## src/rtl/cp0_irq_if.sv

```systemverilog
// CPU-side bus of the coprocessor-0 block.
// The external interrupt lines are carried here as well.
interface cp0_irq_if #(
  parameter int IRQ_NUM = 5
) ();
  logic               mfc0;
  logic               mtc0;
  logic [31:0]        pc;
  logic [4:0]         Rd;
  logic [31:0]        wdata;
  logic               exception;
  logic               eret;
  logic [4:0]         cause;
  logic [IRQ_NUM-1:0] irq;
  logic [31:0]        rdata;
  logic [31:0]        status;
  logic [31:0]        exc_addr;
  logic               irq_pending;

  modport master (
    output mfc0, mtc0, pc, Rd, wdata, exception, eret, cause, irq,
    input  rdata, status, exc_addr, irq_pending
  );

  modport slave (
    input  mfc0, mtc0, pc, Rd, wdata, exception, eret, cause, irq,
    output rdata, status, exc_addr, irq_pending
  );
endinterface

```

## src/rtl/cp0_irq.sv

```systemverilog
// Coprocessor 0 for the multi-cycle MIPS core.
// Adds a Count/Compare timer, synchronised external interrupts and masking.
module cp0_irq #(
  parameter int          IRQ_NUM    = 5,
  parameter int          COUNT_DIV  = 2,
  parameter logic [31:0] EXC_VECTOR = 32'h00400004
) (
  input  logic        clk,
  input  logic        reset,
  cp0_irq_if.slave    bus
);
  localparam logic [4:0] REG_COUNT   = 5'd9;
  localparam logic [4:0] REG_COMPARE = 5'd11;
  localparam logic [4:0] REG_STATUS  = 5'd12;
  localparam logic [4:0] REG_CAUSE   = 5'd13;
  localparam logic [4:0] REG_EPC     = 5'd14;
  localparam logic [7:0] PRESC_LAST  = 8'(COUNT_DIV - 1);

  logic [31:0]        count_q;
  logic [31:0]        compare_q;
  logic [31:0]        epc_q;
  logic [7:0]         im_q;
  logic               exl_q;
  logic               ie_q;
  logic [1:0]         ip_sw_q;
  logic               ip_timer_q;
  logic [4:0]         exc_code_q;
  logic [7:0]         presc_q;
  logic [IRQ_NUM-1:0] sync1_q;
  logic [IRQ_NUM-1:0] sync2_q;

  logic [4:0]  ip_hw;
  logic [7:0]  ip;
  logic [31:0] status_val;
  logic [31:0] cause_val;
  logic        wr_en;
  logic        count_ld;
  logic        compare_wr;
  logic        presc_wrap;
  logic        tick;
  logic [31:0] count_inc;
  logic        match;

  always_comb begin
    ip_hw = '0;
    ip_hw[IRQ_NUM-1:0] = sync2_q;
  end

  assign ip         = {ip_timer_q, ip_hw, ip_sw_q};
  assign status_val = {16'h0000, im_q, 6'b000000, exl_q, ie_q};
  assign cause_val  = {16'h0000, ip, 1'b0, exc_code_q, 2'b00};

  // exception and eret both outrank a register write in the same cycle
  assign wr_en      = bus.mtc0 && !bus.exception && !bus.eret;
  assign count_ld   = wr_en && (bus.Rd == REG_COUNT);
  assign compare_wr = wr_en && (bus.Rd == REG_COMPARE);
  assign presc_wrap = (presc_q == PRESC_LAST);
  assign tick       = presc_wrap && !count_ld;
  assign count_inc  = count_q + 32'd1;
  assign match      = tick && (count_inc == compare_q);

  always_ff @(posedge clk or negedge reset) begin
    if (!reset) begin
      count_q    <= '0;
      compare_q  <= 32'hFFFF_FFFF;
      epc_q      <= '0;
      im_q       <= '0;
      exl_q      <= 1'b0;
      ie_q       <= 1'b0;
      ip_sw_q    <= '0;
      ip_timer_q <= 1'b0;
      exc_code_q <= '0;
      presc_q    <= '0;
      sync1_q    <= '0;
      sync2_q    <= '0;
    end else begin
      sync1_q <= bus.irq;
      sync2_q <= sync1_q;

      presc_q <= (count_ld || presc_wrap) ? 8'd0 : presc_q + 8'd1;

      if (count_ld)
        count_q <= bus.wdata;
      else if (tick)
        count_q <= count_inc;

      if (compare_wr)
        compare_q <= bus.wdata;

      // a Compare write acknowledges the timer even if a match lands this cycle
      if (compare_wr)
        ip_timer_q <= 1'b0;
      else if (match)
        ip_timer_q <= 1'b1;

      if (bus.exception) begin
        epc_q      <= bus.pc;
        exc_code_q <= bus.cause;
        exl_q      <= 1'b1;
      end else if (bus.eret) begin
        exl_q <= 1'b0;
      end else if (wr_en) begin
        case (bus.Rd)
          REG_STATUS: begin
            im_q  <= bus.wdata[15:8];
            exl_q <= bus.wdata[1];
            ie_q  <= bus.wdata[0];
          end
          REG_CAUSE: ip_sw_q <= bus.wdata[9:8];
          REG_EPC:   epc_q   <= bus.wdata;
          default: ;
        endcase
      end
    end
  end

  always_comb begin
    bus.rdata = '0;
    if (bus.mfc0) begin
      case (bus.Rd)
        REG_COUNT:   bus.rdata = count_q;
        REG_COMPARE: bus.rdata = compare_q;
        REG_STATUS:  bus.rdata = status_val;
        REG_CAUSE:   bus.rdata = cause_val;
        REG_EPC:     bus.rdata = epc_q;
        default:     bus.rdata = '0;
      endcase
    end
  end

  assign bus.status      = status_val;
  assign bus.exc_addr    = (bus.eret && !bus.exception) ? epc_q : EXC_VECTOR;
  assign bus.irq_pending = ie_q && !exl_q && |(ip & im_q);

endmodule

```

## src/flat_wrapper.sv

```systemverilog
// flat-port wrapper written by rule: the top's interface ports become plain ports
module cp0_irq_flat 
#(
  parameter int          IRQ_NUM    = 5,
  parameter int          COUNT_DIV  = 2,
  parameter logic [31:0] EXC_VECTOR = 32'h00400004
)
  (clk, reset, bus_mfc0, bus_mtc0, bus_pc, bus_Rd, bus_wdata, bus_exception, bus_eret, bus_cause, bus_irq, bus_rdata, bus_status, bus_exc_addr, bus_irq_pending);
  cp0_irq_if #(.IRQ_NUM(IRQ_NUM)) bus_i ();
  input  logic clk;
  input  logic reset;
  input wire logic [$bits(bus_i.mfc0)-1:0] bus_mfc0;
  input wire logic [$bits(bus_i.mtc0)-1:0] bus_mtc0;
  input wire logic [$bits(bus_i.pc)-1:0] bus_pc;
  input wire logic [$bits(bus_i.Rd)-1:0] bus_Rd;
  input wire logic [$bits(bus_i.wdata)-1:0] bus_wdata;
  input wire logic [$bits(bus_i.exception)-1:0] bus_exception;
  input wire logic [$bits(bus_i.eret)-1:0] bus_eret;
  input wire logic [$bits(bus_i.cause)-1:0] bus_cause;
  input wire logic [$bits(bus_i.irq)-1:0] bus_irq;
  output wire logic [$bits(bus_i.rdata)-1:0] bus_rdata;
  output wire logic [$bits(bus_i.status)-1:0] bus_status;
  output wire logic [$bits(bus_i.exc_addr)-1:0] bus_exc_addr;
  output wire logic [$bits(bus_i.irq_pending)-1:0] bus_irq_pending;
  assign bus_i.mfc0 = bus_mfc0;
  assign bus_i.mtc0 = bus_mtc0;
  assign bus_i.pc = bus_pc;
  assign bus_i.Rd = bus_Rd;
  assign bus_i.wdata = bus_wdata;
  assign bus_i.exception = bus_exception;
  assign bus_i.eret = bus_eret;
  assign bus_i.cause = bus_cause;
  assign bus_i.irq = bus_irq;
  assign bus_rdata = bus_i.rdata;
  assign bus_status = bus_i.status;
  assign bus_exc_addr = bus_i.exc_addr;
  assign bus_irq_pending = bus_i.irq_pending;
  cp0_irq #(.IRQ_NUM(IRQ_NUM), .COUNT_DIV(COUNT_DIV), .EXC_VECTOR(EXC_VECTOR)) u_core (.clk(clk), .reset(reset), .bus(bus_i));
endmodule
```

## config.mk

```make
export PLATFORM = sky130hd
export DESIGN_NAME = cp0_irq_flat
export DESIGN_NICKNAME = d
export VERILOG_FILES = /design/src/rtl/cp0_irq_if.sv /design/src/rtl/cp0_irq.sv /design/src/flat_wrapper.sv
export SDC_FILE = /design/constraint.sdc
export NUM_CORES = 1
export LEC_CHECK = 0
export ABC_AREA = 1
export CAP_MARGIN = 5
export CORE_ASPECT_RATIO = 1.5
export CORE_MARGIN = 1.5
export CORE_UTILIZATION = 25
export CTS_BUF_LIST = sky130_fd_sc_hd__clkbuf_2
export CTS_CLUSTER_DIAMETER = 50
export DETAILED_ROUTE_END_ITERATION = 7
export PLACE_DENSITY = 0.42
export SETUP_SLACK_MARGIN = 0.05
export SLEW_MARGIN = 10
export SYNTH_ARGS = -nofsm -noshare
export SYNTH_HDL_FRONTEND = slang
export SYNTH_SLANG_ARGS = --single-unit
export TNS_END_PERCENT = 30
```

## constraint.sdc

```tcl
create_clock -name clk -period 3.04 [get_ports clk]
set_input_delay 0.608 -clock clk [delete_from_list [all_inputs] [get_ports clk]]
set_output_delay 0.608 -clock clk [all_outputs]
set_load 0.005 [all_outputs]
```

==> key figures, run 1 <==
Status
  – Status: complete, no violations

Worst setup path
  – Setup crit start kind: input pin
  – Worst EP required: 2430 ps
  – CP max FO: 30
  – Setup CP Type: in2out
  – Slack of the worst reg-to-reg path: 640 ps
  – Number of buffers and inverters on the critical path: 5
  – Delay-heaviest family, CP: buffers and inverters
  – Critical Path AT: 2330 ps
  – CP Capture Type: output pin
  – Critical path, cell by cell: dlygate4sd3_1 -> buf_2 -> nor2_2 -> inv_1 -> buf_12 -> nor2_1 -> clkdlybuf4s50_1
  – Slowest cell on crit path: dlygate4sd3_1
  – Critical Path Max Stage Delay: 550 ps

Place
  – Placed insts: around 1800
  – HPWL after detailed placement: approximately 28000 um
  – PortBufs: between 150 and 200
  – Pre-CTS WS: -435 ps
  – GPL Wtd Cong: 0.878

Yosys
  – Post-synth top area cell: dfrtp_1
  – Synth area leaders: dfrtp_1, nand2_1, dfstp_2
  – Top cells by count, synth: nand2_1, inv_1, nor2_1, dfrtp_1, nand3_1
  – Netlist cell types: 35
  – Number of synthesis warnings: 0
  – Main synth FF type: dfrtp_1
  – Syn avg cell area: approximately 7 um2
  – Sequential area share after synthesis: 0.408
  – Most frequent cell after synthesis: nand2_1
  – Post-synthesis cell count: 1171
  – Synth Cell Area: 8190 um2
  – EDFF count, synth: 0
  – Yosys top cell area share: 0.305
  – Asr flop ratio synth: 1.00
  – Yosys reg bits: 132

Flow run
  – Max Cap Viol: 0

CTS
  – Num CTS Buffers: 17
  – CTS max path bufs: 2
  – Clk_lat worst skew: 850 ps
  – CTS root buf: clkbuf_2
  – CTS H-Tree Depth: 4
  – Register clock-pin slew on the reported worst setup and hold paths: 230 ps
  – Clock sinks: ~130
  – CTS tree: built

Drt
  – DR vias/cell: 4.78
  – Routed Antenna Nets: 0
  – DRC violations left: 0
  – Vias after detailed routing: 8614
  – Final WL: roughly 37000 um
  – Total iterations of the first detailed-routing run: 5
  – WL/cell: 20.3 um
  – 1st-iter DRT viols: between 600 and 700

Finish
  – Area occupied by multi-input gates: 4070 um2
  – NumNets Final: between 1000 and 1500
  – Seq. cell area: roughly 3300 um2
  – Finished Layout Cells: 1802
  – Share of layout cells above drive strength 1: 0.135
  – FILL cells: ~3600
  – P&R area growth vs syn: 36.0%

Power
  – Seq pwr share: 0.419
  – Switching share of total power: 0.425
  – Comb power frac: 0.363
  – Pint: 3.44 mW
  – Net load switching power: 2.54 mW
  – Clock power frac: 0.218
  – VDD IR max: 0.227 mV
  – PD cells: 537 nW/um2
  – Leakage Power: 5.39 nW

Hold path
  – HP Class: in2reg

Timing
  – Final max-slew violation count: 0
  – Tcrit/Tclk final: 0.965
  – Hold slack: 180 ps
  – Min cycle time layout: 2930 ps
  – Worst Max-Slew Pin Slew: 604 ps
  – Endpoints failing hold: 0
  – Max Freq: 341 MHz
  – Worst slew margin: 0.596
  – # setup viols final: 0
  – RSZ-0062 raised after global routing: yes
  – Final TNS setup: 0 ps
  – Clock Skew: 50.9 ps
  – Final worst setup slack: 106 ps

Die
  – Core footprint: 32400 um2
  – IO Pins: 182
  – Die width: 151 um
  – Die Height: 225 um
  – Die area: ~34000 um2
  – Rows: 81
  – Initial Util: 0.253

Global routing
  – M2 GR Usage: 0.401
  – Initial antenna violation count: 1
  – Most Crowded Layer GR: met2
  – GRT Overall Usage: 0.223
  – Met3 Usage GRT: 0.0296
  – Gr ovfl total: 0
  – First-pass GRT wire length: 54200 um
  – Largest net degree at the start of global routing: slightly below 50
  – Vias in the first global route: 8882
  – Met1 usage: 0.240
==> layout by cell type (no fill, tap or decap), types with 3 or more instances in the layout <==
cell type / synthesis / layout
nor2_2: 1 / 7
buf_4: 24 / 53
dfstp_2: 32 / 32
o22ai_1: 23 / 22
nor2_4: 8 / 10
dfrtp_1: 100 / 99
buf_12: 0 / 11
buf_2: 11 / 3
nand2_1: 346 / 343
dlymetal6s2s_1: 0 / 6
nand2_2: 4 / 6
clkbuf_2: 0 / 18
conb_1: 1 / 22
inv_6: 0 / 6
clkinvlp_4: 0 / 5
clkdlybuf4s50_1: 0 / 114
o221ai_1: 27 / 26
bufinv_16: 0 / 3
a221oi_1: 16 / 12
a221oi_2: 0 / 4
o21ai_1: 4 / 9
nor2_1: 140 / 132
a31oi_1: 8 / 8
nand3_1: 92 / 91
nor3_1: 5 / 4
inv_2: 1 / 6
dlygate4sd2_1: 0 / 32
o21ai_0: 59 / 52
buf_6: 0 / 4
inv_1: 162 / 156
ha_1: 3 / 3
xor2_1: 4 / 4
a22oi_1: 8 / 8
a21oi_1: 17 / 15
o211ai_1: 30 / 30
==> repair_timing <==
item                                    in CTS  in global routing
endpoints found under the setup margin      33                 49
buffers inserted                             9                  5
gates resized for setup                     85                 15
hold endpoints to repair                    47                  0
pin swaps                                   18                  4
cloned                                       2                  0
hold buffers                                 2                  0
==> worst reg2reg max path, stage by stage, from the launching register on <==
cell and delay (ps):
dfrtp_1 490, ha_1 260, nand2_2 120, nor2_4 200, nand3_1 280, inv_1 150, nand2_1 60, nand2_1 80
nand2_1 70, nand2_1 80, nand2_1 50, nor2_1 90, nand2_1 80, nor2_1 140, nand3_1 100, a21oi_1 130
==> flip-flops by register name, summed over array words and instances, names as in the netlist <==
signal	count
u_core.presc_q	8
u_core.im_q	8
u_core.sync1_q	5
u_core.count_q	32
u_core.exc_code_q	5
u_core.epc_q	32
u_core.compare_q	32
u_core.ip_timer_q	1
u_core.ip_hw	5
u_core.ie_q	1
u_core.exl_q	1
u_core.ip_sw_q	2
==> power by group through the flow <==
stage | logic (mW) | registers, mW | clock network [mW]
2_1_floorplan | 1.38 | 2.38 | 0
3_3_place_gp | 2.15 | 2.53 | 0
3_5_place_dp | 2.15 | 2.53 | 0
4_1_cts | 2.18 | 2.50 | 1.36
5_1_grt | 2.45 | 2.55 | 1.42
6_report | 2.17 | 2.51 | 1.30
==> metrics by stage <==
step | power, mW | util | area (um2)
2_1_floorplan | 3.75 | - | 8270
3_3_place_gp | 4.68 | 0.325 | 10600
3_5_place_dp | 4.68 | 0.325 | 10600
4_1_cts | 6.03 | 0.341 | 11100
5_1_grt | 6.42 | 0.343 | 11100
6_report | 5.99 | 0.343 | 11100
==> routing by layer <==
layer  wire length [um]  vias up  part of all wire
met2              19000      267              0.52
met1              13700     4102              0.38
li1                   -     4166                 -
met4               2660        0             0.073
met3               1150       79             0.031
met5                  0        -                 0
==> kinds of logic after synthesis <==
| group | after synthesis | synth area share |
|---|---|---|
| flops | 132 | 0.408 |
| fa+ha+maj | 3 | 0.00458 |
| mux | 1 | 0.00137 |
| compound gates | 194 | 0.155 |
| buf+inv | 233 | 0.119 |
| xor+xnor | 7 | 0.0108 |
| simple gates | 600 | 0.300 |
| other cells | 1 | 0.000458 |
==> cell type report <==
class	count	share of cell area
antenna	1	0.000225
clock buffer	17	0.00764
clock inverter	15	0.0173
inverter	164	0.0556
multi-input combinational	827	0.366
sequential	132	0.300
tap	415	0.0466
timing repair buffer	231	0.207
==> worst paths after layout <==
| path | start | endpoint | cells after the start |
|---|---|---|---|
| setup / recovery | bus_exception | bus_exc_addr[6] | 7 |
| hold / removal | bus_irq[2] | u_core.sync1_q[2] | 1 |
| setup reg to reg | u_core.count_q[0] | u_core.ip_timer_q | 15 |
| hold reg to reg | u_core.sync1_q[2] | u_core.ip_hw[2] | 0 |
| max in group asynchronous | reset | u_core.compare_q[4] | 3 |
| min in group asynchronous | reset | u_core.epc_q[27] | 2 |
Power figures use the tool's default switching activity.
==> run 2: changes to the inputs <==
--- a/config.mk
+++ b/config.mk
@@ -9,11 +9,11 @@
 export CAP_MARGIN = 5
 export CORE_ASPECT_RATIO = 1.5
 export CORE_MARGIN = 1.5
-export CORE_UTILIZATION = 25
+export CORE_UTILIZATION = 37
 export CTS_BUF_LIST = sky130_fd_sc_hd__clkbuf_2
-export CTS_CLUSTER_DIAMETER = 50
+export CTS_CLUSTER_DIAMETER = 40
 export DETAILED_ROUTE_END_ITERATION = 7
-export PLACE_DENSITY = 0.42
+export PLACE_DENSITY = 0.59
 export SETUP_SLACK_MARGIN = 0.05
 export SLEW_MARGIN = 10
 export SYNTH_ARGS = -nofsm -noshare
==> run 2 against run 1 <==
Net effect:
- worst setup slack better by 5.5 ps
- maximum frequency up 0.19%
- sequential share of layout area up 0.44 points
- hold slack better by 65 ps
- core utilization up 16 points
- critical path depth up 2
- clock skew down 19 ps
- first-iteration DRC count down 22%
- total power down 1.9%
- critical endpoint is now bus_rdata[4]
==> key figures, run 2 (synthesis results as in run 1) <==
Place
  – HPWL after detailed placement: 25100 um (-11%)
  – PortBufs: 159 (unchanged)
  – GPL Wtd Cong: 0.945 (+7.6%)
  – Placed insts: 1606 (-8.3%)

Power
  – Seq pwr share: 0.428 (+0.009)
  – Switching share of total power: 0.417 (-0.00815)
  – Net load switching power: 2.45 mW (-3.8%)
  – Leakage Power: 5.31 nW (-1.6%)
  – VDD IR max: 0.363 mV (+60%)
  – Pint: 3.42 mW (-0.50%)
  – Comb power frac: 0.363 (about the same)
  – Clock power frac: 0.209 (-0.009)
  – PD cells: 535 nW/um2 (-0.41%)

Global routing
  – First-pass GRT wire length: 49100 um (-9.4%)
  – Initial antenna violation count: 1 (unchanged)
  – Gr ovfl total: 0 (unchanged)
  – GRT Overall Usage: 0.284 (+0.0605)
  – Largest net degree at the start of global routing: 62 (+27%)
  – Vias in the first global route: 8433 (-5.1%)

CTS
  – Clock sinks: 132 (unchanged)
  – CTS root buf: clkbuf_2
  – Register clock-pin slew on the reported worst setup and hold paths: 220 ps (about the same)
  – Clk_lat worst skew: 780 ps (-70 ps)
  – Num CTS Buffers: 17 (unchanged)
  – CTS max path bufs: 2 (unchanged)
  – CTS H-Tree Depth: 4 (unchanged)
  – CTS tree: built

Drt
  – 1st-iter DRT viols: 485 (-22%)
  – WL/cell: 19.9 um (-2.0%)
  – DRC violations left: 0 (unchanged)
  – Routed Antenna Nets: 0 (unchanged)
  – DR vias/cell: 5.24 (+9.5%)
  – Vias after detailed routing: 8656 (+0.49%)
  – Total iterations of the first detailed-routing run: 7 (+2)
  – Final WL: 32800 um (-10%)

Die
  – Die width: 124 um (-17%)
  – IO Pins: 182 (unchanged)
  – Core footprint: 21700 um2 (-33%)
  – Initial Util: 0.377 (+0.125)
  – Die area: 23100 um2 (-32%)
  – Die Height: 185 um (-18%)
  – Rows: 66 (-19%)

Timing
  – Final max-slew violation count: 0 (unchanged)
  – Worst slew margin: 0.572 (-0.0238)
  – Min cycle time layout: 2930 ps (-5.50 ps)
  – Max Freq: 342 MHz (+0.19%)
  – Clock Skew: 31.6 ps (-19.4 ps)
  – Tcrit/Tclk final: 0.963 (-0.00181)
  – Worst Max-Slew Pin Slew: 642 ps (+37.9 ps)
  – Final TNS setup: 0 ps (unchanged)
  – Endpoints failing hold: 0 (unchanged)
  – # setup viols final: 0 (unchanged)
  – RSZ-0062 raised after global routing: no

Worst setup path
  – Worst EP required: 2430 ps (about the same)
  – Critical Path AT: 2320 ps (about the same)
  – CP max FO: 15 (-50%)
  – CP Capture Type: output pin
  – Setup CP Type: in2out
  – Setup crit start kind: input pin

Finish
  – NumNets Final: 1455 (-0.41%)
  – P&R area growth vs syn: 33.9%
  – Biggest regs: u_core.compare_q x32, u_core.count_q x32, u_core.epc_q x32
  – Share of layout cells above drive strength 1: 0.131 (-0.00376)
  – Most common cell after layout, fill and taps aside: nand2_1
  – Final Util: 0.505 (+0.162)
  – Finished Layout Cells: 1653 (-8.3%)
  – Most frequent cells in the layout: nand2_1, inv_1, nor2_1, clkdlybuf4s50_1, dfrtp_1

Flow run
  – Max Cap Viol: 0 (unchanged)

Status
  – Status: complete, no violations

Hold path
  – HP Class: in2reg
-- run 2: path summary, 6_finish.rpt --
check	from	endpoint	slack [ps]	cells after the start
max in group asynchronous	reset	u_core.compare_q[4]	1850	3
worst min-delay path	bus_irq[2]	u_core.sync1_q[2]	240	1
worst max register to register	u_core.count_q[0]	u_core.ip_timer_q	610	13
min in group asynchronous	reset	u_core.count_q[6]	380	2
worst min register to register	u_core.sync1_q[0]	u_core.ip_hw[0]	370	0
worst max-delay path	bus_Rd[0]	bus_rdata[4]	110	9
-- run 2: worst max-delay path, stage by stage --
cell and delay, ps:
dlygate4sd2_1 280, nor2_2 150, nand3_2 130, buf_12 180, buf_4 140, o22ai_1 140, a221oi_1 60, nor2_1 110
clkdlybuf4s50_1 520
-- run 2: layout make-up --
class                      count  area (um2)
antenna                        1        2.50
clock buffer                  18        90.1
clock inverter                14         174
fill                        2216       10700
inverter                     164         618
multi-input combinational    827        4150
sequential                   132        3340
tap                          272         340
timing repair buffer         225        2250
-- run 2: power groups by stage --
stage / combinational (mW) / clock [mW] / sequential, mW
3_3_place_gp: 2.07 / 0 / 2.51
2_1_floorplan: 1.38 / 0 / 2.38
3_5_place_dp: 2.09 / 0 / 2.51
6_report: 2.13 / 1.23 / 2.51
5_1_grt: 2.37 / 1.31 / 2.55
4_1_cts: 2.11 / 1.26 / 2.51
-- run 2: per-stage QoR --
step	area [um2]	power [mW]	hold slack, ps	setup WS (ps)
after floorplan	8270	3.75	312	747
after global placement	10300	4.58	333	-312
after detailed placement	10300	4.60	336	-351
after CTS	10900	5.88	181	-188
after global routing	11000	6.23	190	40.0
final	11000	5.87	244	112
-- run 2: routing by layer --
layer	wire length, um	share of wire	vias up	global-route usage
met5	0	0	-	0
li1	-	-	4157	-
met2	16900	0.51	334	0.504
met3	1300	0.040	98	0.0399
met4	2760	0.084	0	0.226
met1	11900	0.36	4067	0.301
-- run 2: repair_timing --
action,in CTS,in global routing
endpoints found under the hold margin,45,0
gates resized for setup,83,17
cloned,2,0
endpoints found under the setup margin,33,29
hold buffers,1,0
buffers inserted,9,3
pin swaps,18,4
